`config.mk`:
```
export PLATFORM = sky130hd
export DESIGN_NAME = mem_port_arbiter
export DESIGN_NICKNAME = d
export VERILOG_FILES = /design/src/rtl/mem_port_arbiter.sv
export SDC_FILE = /design/constraint.sdc
export NUM_CORES = 1
export LEC_CHECK = 0
export CAP_MARGIN = 20
export CORE_MARGIN = 4
export CORE_UTILIZATION = 34
export DETAILED_ROUTE_END_ITERATION = 7
export PLACE_DENSITY = 0.81
export SYNTH_ARGS = -nofsm -noshare
export SYNTH_HDL_FRONTEND = slang
export SYNTH_SLANG_ARGS = --single-unit
```
`constraint.sdc`:
```
create_clock -name clk_i -period 3.75 [get_ports clk_i]
set_clock_uncertainty 0.15 [all_clocks]
set_input_delay 0.9375 -clock clk_i [delete_from_list [all_inputs] [get_ports clk_i]]
set_output_delay 0.9375 -clock clk_i [all_outputs]
set_load 0.03 [all_outputs]
```
`src/rtl/mem_port_arbiter.sv`:
```
// Shares one memory port between instruction fetch and the LSU, with one transaction outstanding.
// Define MEM_ARB_ROUND_ROBIN_EN to alternate grants when both sides request; default is LSU priority.
module mem_port_arbiter #(
  parameter int unsigned DATA_WIDTH = 32,
  parameter int unsigned ADDR_WIDTH = 32,
  parameter int unsigned BE_WIDTH   = DATA_WIDTH / 8
) (
  input  logic                  clk_i,
  input  logic                  rst_i,
  input  logic                  if_req_i,
  input  logic [ADDR_WIDTH-1:0] if_addr_i,
  output logic                  if_gnt_o,
  output logic                  if_rvalid_o,
  output logic [DATA_WIDTH-1:0] if_rdata_o,
  input  logic                  lsu_req_i,
  input  logic                  lsu_we_i,
  input  logic [BE_WIDTH-1:0]   lsu_be_i,
  input  logic [ADDR_WIDTH-1:0] lsu_addr_i,
  input  logic [DATA_WIDTH-1:0] lsu_wdata_i,
  output logic                  lsu_gnt_o,
  output logic                  lsu_rvalid_o,
  output logic [DATA_WIDTH-1:0] lsu_rdata_o,
  output logic                  mem_req_o,
  output logic                  mem_we_o,
  output logic [BE_WIDTH-1:0]   mem_be_o,
  output logic [ADDR_WIDTH-1:0] mem_addr_o,
  output logic [DATA_WIDTH-1:0] mem_wdata_o,
  input  logic                  mem_gnt_i,
  input  logic                  mem_rvalid_i,
  input  logic [DATA_WIDTH-1:0] mem_rdata_i
);

  typedef enum logic [1:0] {StIdle, StIssue, StWaitRsp} state_e;

  state_e                state_q, state_d;
  logic                  owner_lsu_q;
  logic                  mem_req_q;
  logic                  mem_we_q;
  logic [BE_WIDTH-1:0]   mem_be_q;
  logic [ADDR_WIDTH-1:0] mem_addr_q;
  logic [DATA_WIDTH-1:0] mem_wdata_q;

  logic pick_lsu, pick_if, rsp_valid, arb_en, accept;

`ifdef MEM_ARB_ROUND_ROBIN_EN
  logic last_lsu_q;

  // On contention the side not granted last time wins.
  assign pick_lsu = lsu_req_i && (!if_req_i || !last_lsu_q);

  always_ff @(posedge clk_i or posedge rst_i) begin
    if (rst_i) begin
      last_lsu_q <= 1'b0;
    end else if (accept) begin
      last_lsu_q <= lsu_gnt_o;
    end
  end
`else
  assign pick_lsu = lsu_req_i;
`endif

  assign pick_if   = if_req_i && !pick_lsu;
  assign rsp_valid = (state_q == StWaitRsp) && mem_rvalid_i;
  // Re-arbitrating in the response cycle gives back-to-back issue every two cycles.
  assign arb_en    = (state_q == StIdle) || rsp_valid;
  assign lsu_gnt_o = arb_en && pick_lsu;
  assign if_gnt_o  = arb_en && pick_if;
  assign accept    = lsu_gnt_o || if_gnt_o;

  assign if_rvalid_o  = rsp_valid && !owner_lsu_q;
  assign lsu_rvalid_o = rsp_valid && owner_lsu_q;
  assign if_rdata_o   = mem_rdata_i;
  assign lsu_rdata_o  = mem_rdata_i;

  assign mem_req_o   = mem_req_q;
  assign mem_we_o    = mem_we_q;
  assign mem_be_o    = mem_be_q;
  assign mem_addr_o  = mem_addr_q;
  assign mem_wdata_o = mem_wdata_q;

  always_comb begin
    state_d = state_q;
    unique case (state_q)
      StIdle:    if (accept) state_d = StIssue;
      StIssue:   if (mem_gnt_i) state_d = StWaitRsp;
      StWaitRsp: if (mem_rvalid_i) state_d = accept ? StIssue : StIdle;
      default:   state_d = StIdle;
    endcase
  end

  always_ff @(posedge clk_i or posedge rst_i) begin
    if (rst_i) begin
      state_q     <= StIdle;
      owner_lsu_q <= 1'b0;
      mem_req_q   <= 1'b0;
      mem_we_q    <= 1'b0;
      mem_be_q    <= '0;
      mem_addr_q  <= '0;
      mem_wdata_q <= '0;
    end else begin
      state_q   <= state_d;
      mem_req_q <= (state_d == StIssue);
      if (accept) begin
        owner_lsu_q <= lsu_gnt_o;
        mem_we_q    <= lsu_gnt_o ? lsu_we_i : 1'b0;
        mem_be_q    <= lsu_gnt_o ? lsu_be_i : {BE_WIDTH{1'b1}};
        mem_addr_q  <= lsu_gnt_o ? lsu_addr_i : if_addr_i;
        mem_wdata_q <= lsu_gnt_o ? lsu_wdata_i : '0;
      end
    end
  end

endmodule

```
# Yosys cells after proc, flatten, opt, wreduce, memory -nomap -nowiden
# Cells that the tools add are included.
# totals
elab_cells	30
inputBits	139
reg_bits	73
output_inout_bits	138
# classes
eq_ne	3
n_mux	9
n_reduce_logical	11
# ops
cell	n
32-bit two-way mux	2
1-bit logical AND	6
2-bit two-way mux	3
2-bit one-hot mux with 3 select lines	1
2-bit by 1-bit == test with 1-bit output (second input constant)	2
4-bit two-way mux	1
2-bit == test (second input constant)	1
1-bit zero test	2
2-bit zero test	1
1-bit logical OR	2
1-bit two-way mux	2

# Logic depth before layout (Yosys ltp)
# Gate-level depths: netlist (run 1).
# depth
word_depth	9
depth_mapped	6

# Least setup slack after synthesis (run 1)
# Ideal clock, no wire load.
# synth_timing
path_type	input -> output
startpoint	input port mem_rvalid_i
endpoint	output port if_gnt_o
setup_slack_ns	0.704
stages	5
arrival_ns	1.958
path_cell_list	nand2b_1 buf_6 clkbuf_1 nand3_1 nor2_1
# synth_via
elab_chain_len	3
# synth_lines
element	line	text
start, declared	29	input logic mem_rvalid_i,
1-bit logical AND	63	assign rsp_valid = (state_q == StWaitRsp) && mem_rvalid_i;
1-bit logical OR	65	assign arb_en = (state_q == StIdle) || rsp_valid;
1-bit logical AND	67	assign if_gnt_o = arb_en && pick_if;
end, declared	12	output logic if_gnt_o,
# No other way between the ends.

# Worst setup path in the final report (run 1)
# layout_timing
startpoint	input port mem_rvalid_i
endpoint	output port lsu_rvalid_o
# layout_via
elab_chain_len	2
# layout_lines
element	line	text
1-bit logical AND	63	
1-bit logical AND	71	assign lsu_rvalid_o = rsp_valid && owner_lsu_q;
end, declared	21	output logic lsu_rvalid_o,
# No other way between the ends.

==> results.toml, run 1 <==
[clock_tree]
tritoncts_num_sinks = 73
cts_tree = "built"
post_cts_hold_buffer_count = 0
cts_buffers = 9
clock_tree_buffer_depth = 2
cts-root-buf = "sky130_fd_sc_hd__clkbuf_8"
htreeDepth = 3
cts.clk_slew.worst_paths_ns = 0.07
clkLatencyLatePin_ns = 0.33
postCtsSetupRepairBufs = 0
cts.repair.resized = 0

[sta]
min_period_over_period_pct = 93.5
final_hold_viol_count = 0
timing.max_slew.rel_slack_pct = 66.3
setup_total_negative_slack_ns = 0
min_period_ns = 3.51
grt_setup_unrepaired = "no"
worst_slew_pin_slew_ns = 0.506
fmax_mhz = 285
drv_slew = 0
finalSetupViolCount = 0

[final_layout]
design.final.nets = 576
ff_latch_area_sq_um = 1830
finalCoreUtilization_pct = 51.1
drive_gt1_share_pct = 9.50
areaGrowthSynthToFinish_pct = 44.9
commonest_cells_after_routing_fill_and_taps_aside = "sky130_fd_sc_hd__clkdlybuf4s50_1 (178), sky130_fd_sc_hd__dfrtp_1 (73), sky130_fd_sc_hd__a22o_1 (33), sky130_fd_sc_hd__nor3_1 (20)"
final_common_cell = "sky130_fd_sc_hd__clkdlybuf4s50_1"
fill_cells = 936
multi_input_area_sq_um = 1140
insertedDiodeCount = 0

[yosys]
synth_edf_count = 0
number_of_standard_cells_after_synthesis = 328
post_synth_instance_area_sq_um = 3680
synth.top_cells.by_area = "sky130_fd_sc_hd__dfrtp_1 (50%), sky130_fd_sc_hd__buf_4 (14%), sky130_fd_sc_hd__a22o_1 (7.9%)"
synth.top_cell.area_share_pct = 49.7
yosysWarningCount = 0
postSynthAreaPerCell_sq_um = 11.2
dominantRegCellSynth = "sky130_fd_sc_hd__dfrtp_1"
synth.lib_cells_used.distinct = 27
synth_seq_area_share_pct = 49.7
ys_seq_elements = 73
synthArstFlopShare_pct = 100
mappedNetlistNets = 467
synth_largest_area_cell = "sky130_fd_sc_hd__dfrtp_1"

[setup_path]
path_class = "input port to output pin"
cpMaxStageDelayCell = "sky130_fd_sc_hd__clkdlybuf4s50_1"
reg2reg_slack_ns = 1.87
worstPathCellList = "clkdlybuf4s50_1, nand2_1, nor3b_1, clkdlybuf4s50_1"
worst_path_largest_cell_delay_ns = 0.70
setup.worst_path.start_class = "input port"
terminus_of_the_critical_flop_to_flop_path = "mem_wdata_o[12]$_DFFE_PP0P_"
critical_path_end_type = "output pin"
crit_path_start = "mem_rvalid_i"
worst_ep_required_time_ns = 2.66
crit_family = "buffers and inverters"
arrival_ns = 2.42
timing.critical_path.fanout_max = 3
critical_path.reg2reg.startpoint = "state_q[1]$_DFF_PP0_"
cp_common_cell = "sky130_fd_sc_hd__clkdlybuf4s50_1"
crit_path_buf_inv_count = 2
worst_r2r_path_depth = 5

[hold_path]
hp-class = "register to register"
worst_hold_startpoint = "mem_be_o[1]$_DFFE_PP0P_"
holdPathEnd = "mem_be_o[1]$_DFFE_PP0P_"
hold_path_depth = 1

[floorplan]
floorplan.die_area_sq_um = 12500
floorplan.initialDensity_pct = 35.3
die_w_um = 112
die_h_um = 112
ios = 277
placeableCoreArea_sq_um = 10400
placement_rows = 37

[drt]
route.detailed.vias_per_inst = 5.30
drt_wl_total_um = 12000
violation_count_after_the_first_detailed_routing_iteration = 169
postRouteAntennaNets = 0
drt-pass1-iter-count = 4
drt-wirelength-per-cell_um = 20.7
dr_total_vias = 3062
post-route-drc-count = 0

[global_routing]
number_of_antenna_violations_at_the_first_check_in_global_routing = 0
grt_usage_pct = 18.9
globalRoute.totalOverflow = 0
grt_pass1_wl_um = 18800
grt_max_degree = 49
vias_in_the_first_global_route = 3515

[placed_design]
gp_routability_congestion = 0.784
dpl.hpwl_um = 8760
port_buffers = 180

[power]
worst_ir_drop_vdd_mv = 0.447
cellPowerDensity_nw_per_um2 = 845
power.leakage_nw = 2.19

[outcome]
run_status = "finished, final reports clean"

[flow_run]
max_cap_viol_count = 0
[cells by family after synthesis]
logic type | Yosys count | synth area share (%)
AND/OR/NAND/NOR | 36 | 5.14
buffers and inverters | 114 | 19.5
flip-flops | 73 | 49.7
AO/OA/AOI/OAI | 105 | 25.7
[registers in the layout, indices dropped and copies added (netlist names)]
name	cells
mem_addr_o	32
mem_wdata_o	32
mem_be_o	4
state_q	2
mem_req_o	1
mem_we_o	1
owner_lsu_q	1
[report_power, final]
part / internal [mW] / switching (mW)
sequential: 1.15 / 0.255
clock: 0.395 / 0.281
combinational: 1.06 / 1.36
[how the worst max path moves through the flow]
stage	endpoint	slack [ns]	cells after the start
floorplan	if_gnt_o	0.70	5
global placement	lsu_rvalid_o	0.23	4
detailed placement	lsu_rvalid_o	0.25	4
CTS	lsu_rvalid_o	0.24	4
global route	lsu_rvalid_o	0.21	4
finish	lsu_rvalid_o	0.24	4
[routing by layer]
layer / global-route usage [%] / routed length (um) / vias to the layer above
met2: 32.4 / 5980 / 203
met5: 0 / 0 / -
met1: 21.3 / 4620 / 1459
met3: 7.12 / 1140 / 24
met4: 7.29 / 239 / 0
li1: - / - / 1376
[through the flow]
| step | hold WS, ns | cell area, sq um | power, mW | instances | setup slack [ns] |
|---|---|---|---|---|---|
| 2_1_floorplan | 0.315 | 3680 | 2.93 | 328 | 0.704 |
| 3_3_place_gp | 0.322 | 5110 | 3.79 | 562 | 0.226 |
| 3_5_place_dp | 0.330 | 5110 | 3.85 | 562 | 0.253 |
| 4_1_cts | 0.348 | 5330 | 4.55 | 578 | 0.245 |
| 5_1_grt | 0.354 | 5330 | 4.74 | 578 | 0.207 |
| 6_report | 0.340 | 5330 | 4.50 | 578 | 0.243 |
[layout make-up]
cell class                 count  area share, %
timing repair buffer         190           35.4
sequential                    73           34.3
multi-input combinational    141           21.4
tap                          136           3.19
clock buffer                  12           2.72
inverter                      22           1.57
clock inverter                 4           1.43
[synthesized netlist by cell type (2+ instances only)]
library cell,number
sky130_fd_sc_hd__a22o_1,33
sky130_fd_sc_hd__a41oi_1,19
sky130_fd_sc_hd__nand2_1,4
sky130_fd_sc_hd__o221a_1,10
sky130_fd_sc_hd__dfrtp_1,73
sky130_fd_sc_hd__nor2b_1,2
sky130_fd_sc_hd__nand2b_1,2
sky130_fd_sc_hd__clkbuf_1,10
sky130_fd_sc_hd__buf_4,67
sky130_fd_sc_hd__o22a_1,4
sky130_fd_sc_hd__a22oi_1,15
sky130_fd_sc_hd__nand3_1,2
sky130_fd_sc_hd__o221a_2,9
sky130_fd_sc_hd__inv_2,2
sky130_fd_sc_hd__buf_2,12
sky130_fd_sc_hd__buf_6,3
sky130_fd_sc_hd__o2bb2ai_1,13
sky130_fd_sc_hd__nor3_1,20
sky130_fd_sc_hd__inv_1,20
Power figures use the tool's default switching activity.
==> inputs of run 2 (changes only) <==
--- a/config.mk
+++ b/config.mk
@@ -8,7 +8,9 @@
 export CAP_MARGIN = 20
 export CORE_MARGIN = 4
 export CORE_UTILIZATION = 34
+export CTS_CLUSTER_DIAMETER = 30
 export DETAILED_ROUTE_END_ITERATION = 7
+export MAX_ROUTING_LAYER = met4
 export PLACE_DENSITY = 0.81
 export SYNTH_ARGS = -nofsm -noshare
 export SYNTH_HDL_FRONTEND = slang
==> run 2 against run 1 <==
  * Critical endpoint unchanged
  * Combinational power hardly changed
  * Global-route usage is 0.52 points higher
  * Die area stayed put
  * Largest cell class unchanged
  * Highest routed layer unchanged
  * Routed wire length is 0.27% lower
  * Worst setup slack worse by 0.010 ns
  * Flip-flop and latch count stayed put
  * First-iteration DRC count is 7.7% higher
==> results.toml, run 2 (synthesized netlist as in run 1, its figures left out) <==
[outcome]
run_status = "finished, final reports clean"

[clock_tree]
tritoncts_num_sinks = 73
htreeDepth = 3
cts-root-buf = "sky130_fd_sc_hd__clkbuf_8"
cts.repair.resized = 0
cts.clk_slew.worst_paths_ns = 0.07
clock_tree_buffer_depth = 2
cts_tree = "built"
cts_buffers = 9
postCtsSetupRepairBufs = 0
post_cts_hold_buffer_count = 0
clkLatencyLatePin_ns = 0.33

[drt]
violation_count_after_the_first_detailed_routing_iteration = 182
post-route-drc-count = 0
dr_total_vias = 3061
postRouteAntennaNets = 0
drt-wirelength-per-cell_um = 20.7
drt-pass1-iter-count = 5
drt_wl_total_um = 11900
route.detailed.vias_per_inst = 5.30

[sta]
min_period_ns = 3.52
fmax_mhz = 284
worst_slew_pin_slew_ns = 0.506
drv_slew = 0
final_hold_viol_count = 0
grt_setup_unrepaired = "no"
timing.max_slew.rel_slack_pct = 66.3
min_period_over_period_pct = 93.8
finalSetupViolCount = 0
setup_total_negative_slack_ns = 0

[placed_design]
port_buffers = 180
gp_routability_congestion = 0.794
dpl.hpwl_um = 8760

[floorplan]
floorplan.die_area_sq_um = 12500
placeableCoreArea_sq_um = 10400
die_w_um = 112
placement_rows = 37
ios = 277
floorplan.initialDensity_pct = 35.3
die_h_um = 112

[global_routing]
number_of_antenna_violations_at_the_first_check_in_global_routing = 0
globalRoute.totalOverflow = 0
grt_max_degree = 49
grt_usage_pct = 19.4
grt_pass1_wl_um = 18800
vias_in_the_first_global_route = 3513

[final_layout]
ff_latch_area_sq_um = 1830
commonest_cells_after_routing_fill_and_taps_aside = "sky130_fd_sc_hd__clkdlybuf4s50_1 (178), sky130_fd_sc_hd__dfrtp_1 (73), sky130_fd_sc_hd__a22o_1 (33), sky130_fd_sc_hd__nor3_1 (20)"
drive_gt1_share_pct = 9.50
areaGrowthSynthToFinish_pct = 44.9
fill_cells = 936
multi_input_area_sq_um = 1140
final_common_cell = "sky130_fd_sc_hd__clkdlybuf4s50_1"
insertedDiodeCount = 0
design.final.nets = 576

[power]
worst_ir_drop_vdd_mv = 0.448
total_power_mw = 4.50
power.leakage_nw = 2.19
cellPowerDensity_nw_per_um2 = 845

[setup_path]
setup.worst_path.start_class = "input port"
arrival_ns = 2.43
timing.critical_path.fanout_max = 3
worst_ep_required_time_ns = 2.66
critical_path_end_type = "output pin"
path_class = "input port to output pin"

[hold_path]
hp-class = "register to register"

[flow_run]
max_cap_viol_count = 0
run 2: critical path, cell delays in order:
cell and delay (ns):
sky130_fd_sc_hd__clkdlybuf4s50_1 0.50, sky130_fd_sc_hd__nand2_1 0.09, sky130_fd_sc_hd__nor3b_1 0.20, sky130_fd_sc_hd__clkdlybuf4s50_1 0.70
run 2: metal layers:
metal  vias up  GRT usage (%)  part of all wire (%)  wire length (um)
met4         0           7.77                   1.5               175
met5         -              -                     0                 0
li1       1372              -                     -                 -
met1      1474           21.6                    40              4720
met2       199           32.5                    50              6020
met3        16           5.92                   8.6              1020
run 2: worst paths after layout:
kind | start | end | slack, ns | depth (start not counted)
max reg2reg | state_q[1]$_DFF_PP0_ | mem_wdata_o[12]$_DFFE_PP0P_ | 1.87 | 5
max in group asynchronous | rst_i | mem_addr_o[28]$_DFFE_PP0P_ | 2.04 | 3
max | mem_rvalid_i | lsu_rvalid_o | 0.23 | 4
min reg2reg | mem_be_o[1]$_DFFE_PP0P_ | mem_be_o[1]$_DFFE_PP0P_ | 0.34 | 1
min | mem_be_o[1]$_DFFE_PP0P_ | mem_be_o[1]$_DFFE_PP0P_ | 0.34 | 1
min in group asynchronous | rst_i | mem_wdata_o[1]$_DFFE_PP0P_ | 0.74 | 2
run 2: cell type report:
type	count	share of cell area, %
Timing Repair Buffer	190	35.4
Tap cell	136	3.19
Inverter	22	1.57
Multi-Input combinational cell	141	21.4
Sequential cell	73	34.3
Clock inverter	4	1.43
Clock buffer	12	2.72
run 2: through the flow:
| step | hold WS [ns] | instances | worst slack (ns) | cell area, sq um | util (%) |
|---|---|---|---|---|---|
| 2_1_floorplan | 0.315 | 328 | 0.704 | 3680 | - |
| 3_3_place_gp | 0.322 | 562 | 0.226 | 5110 | 49.0 |
| 6_report | 0.343 | 578 | 0.232 | 5330 | 51.1 |
| 4_1_cts | 0.348 | 578 | 0.245 | 5330 | 51.1 |
| 5_1_grt | 0.354 | 578 | 0.207 | 5330 | 51.1 |
| 3_5_place_dp | 0.330 | 562 | 0.253 | 5110 | 49.0 |
run 2: report_power, final:
part | leakage (nW) | internal (mW) | total (mW) | switching [mW]
logic | 1.20 | 1.06 | 2.42 | 1.36
registers | 0.886 | 1.15 | 1.40 | 0.256
clock network | 0.107 | 0.395 | 0.673 | 0.278
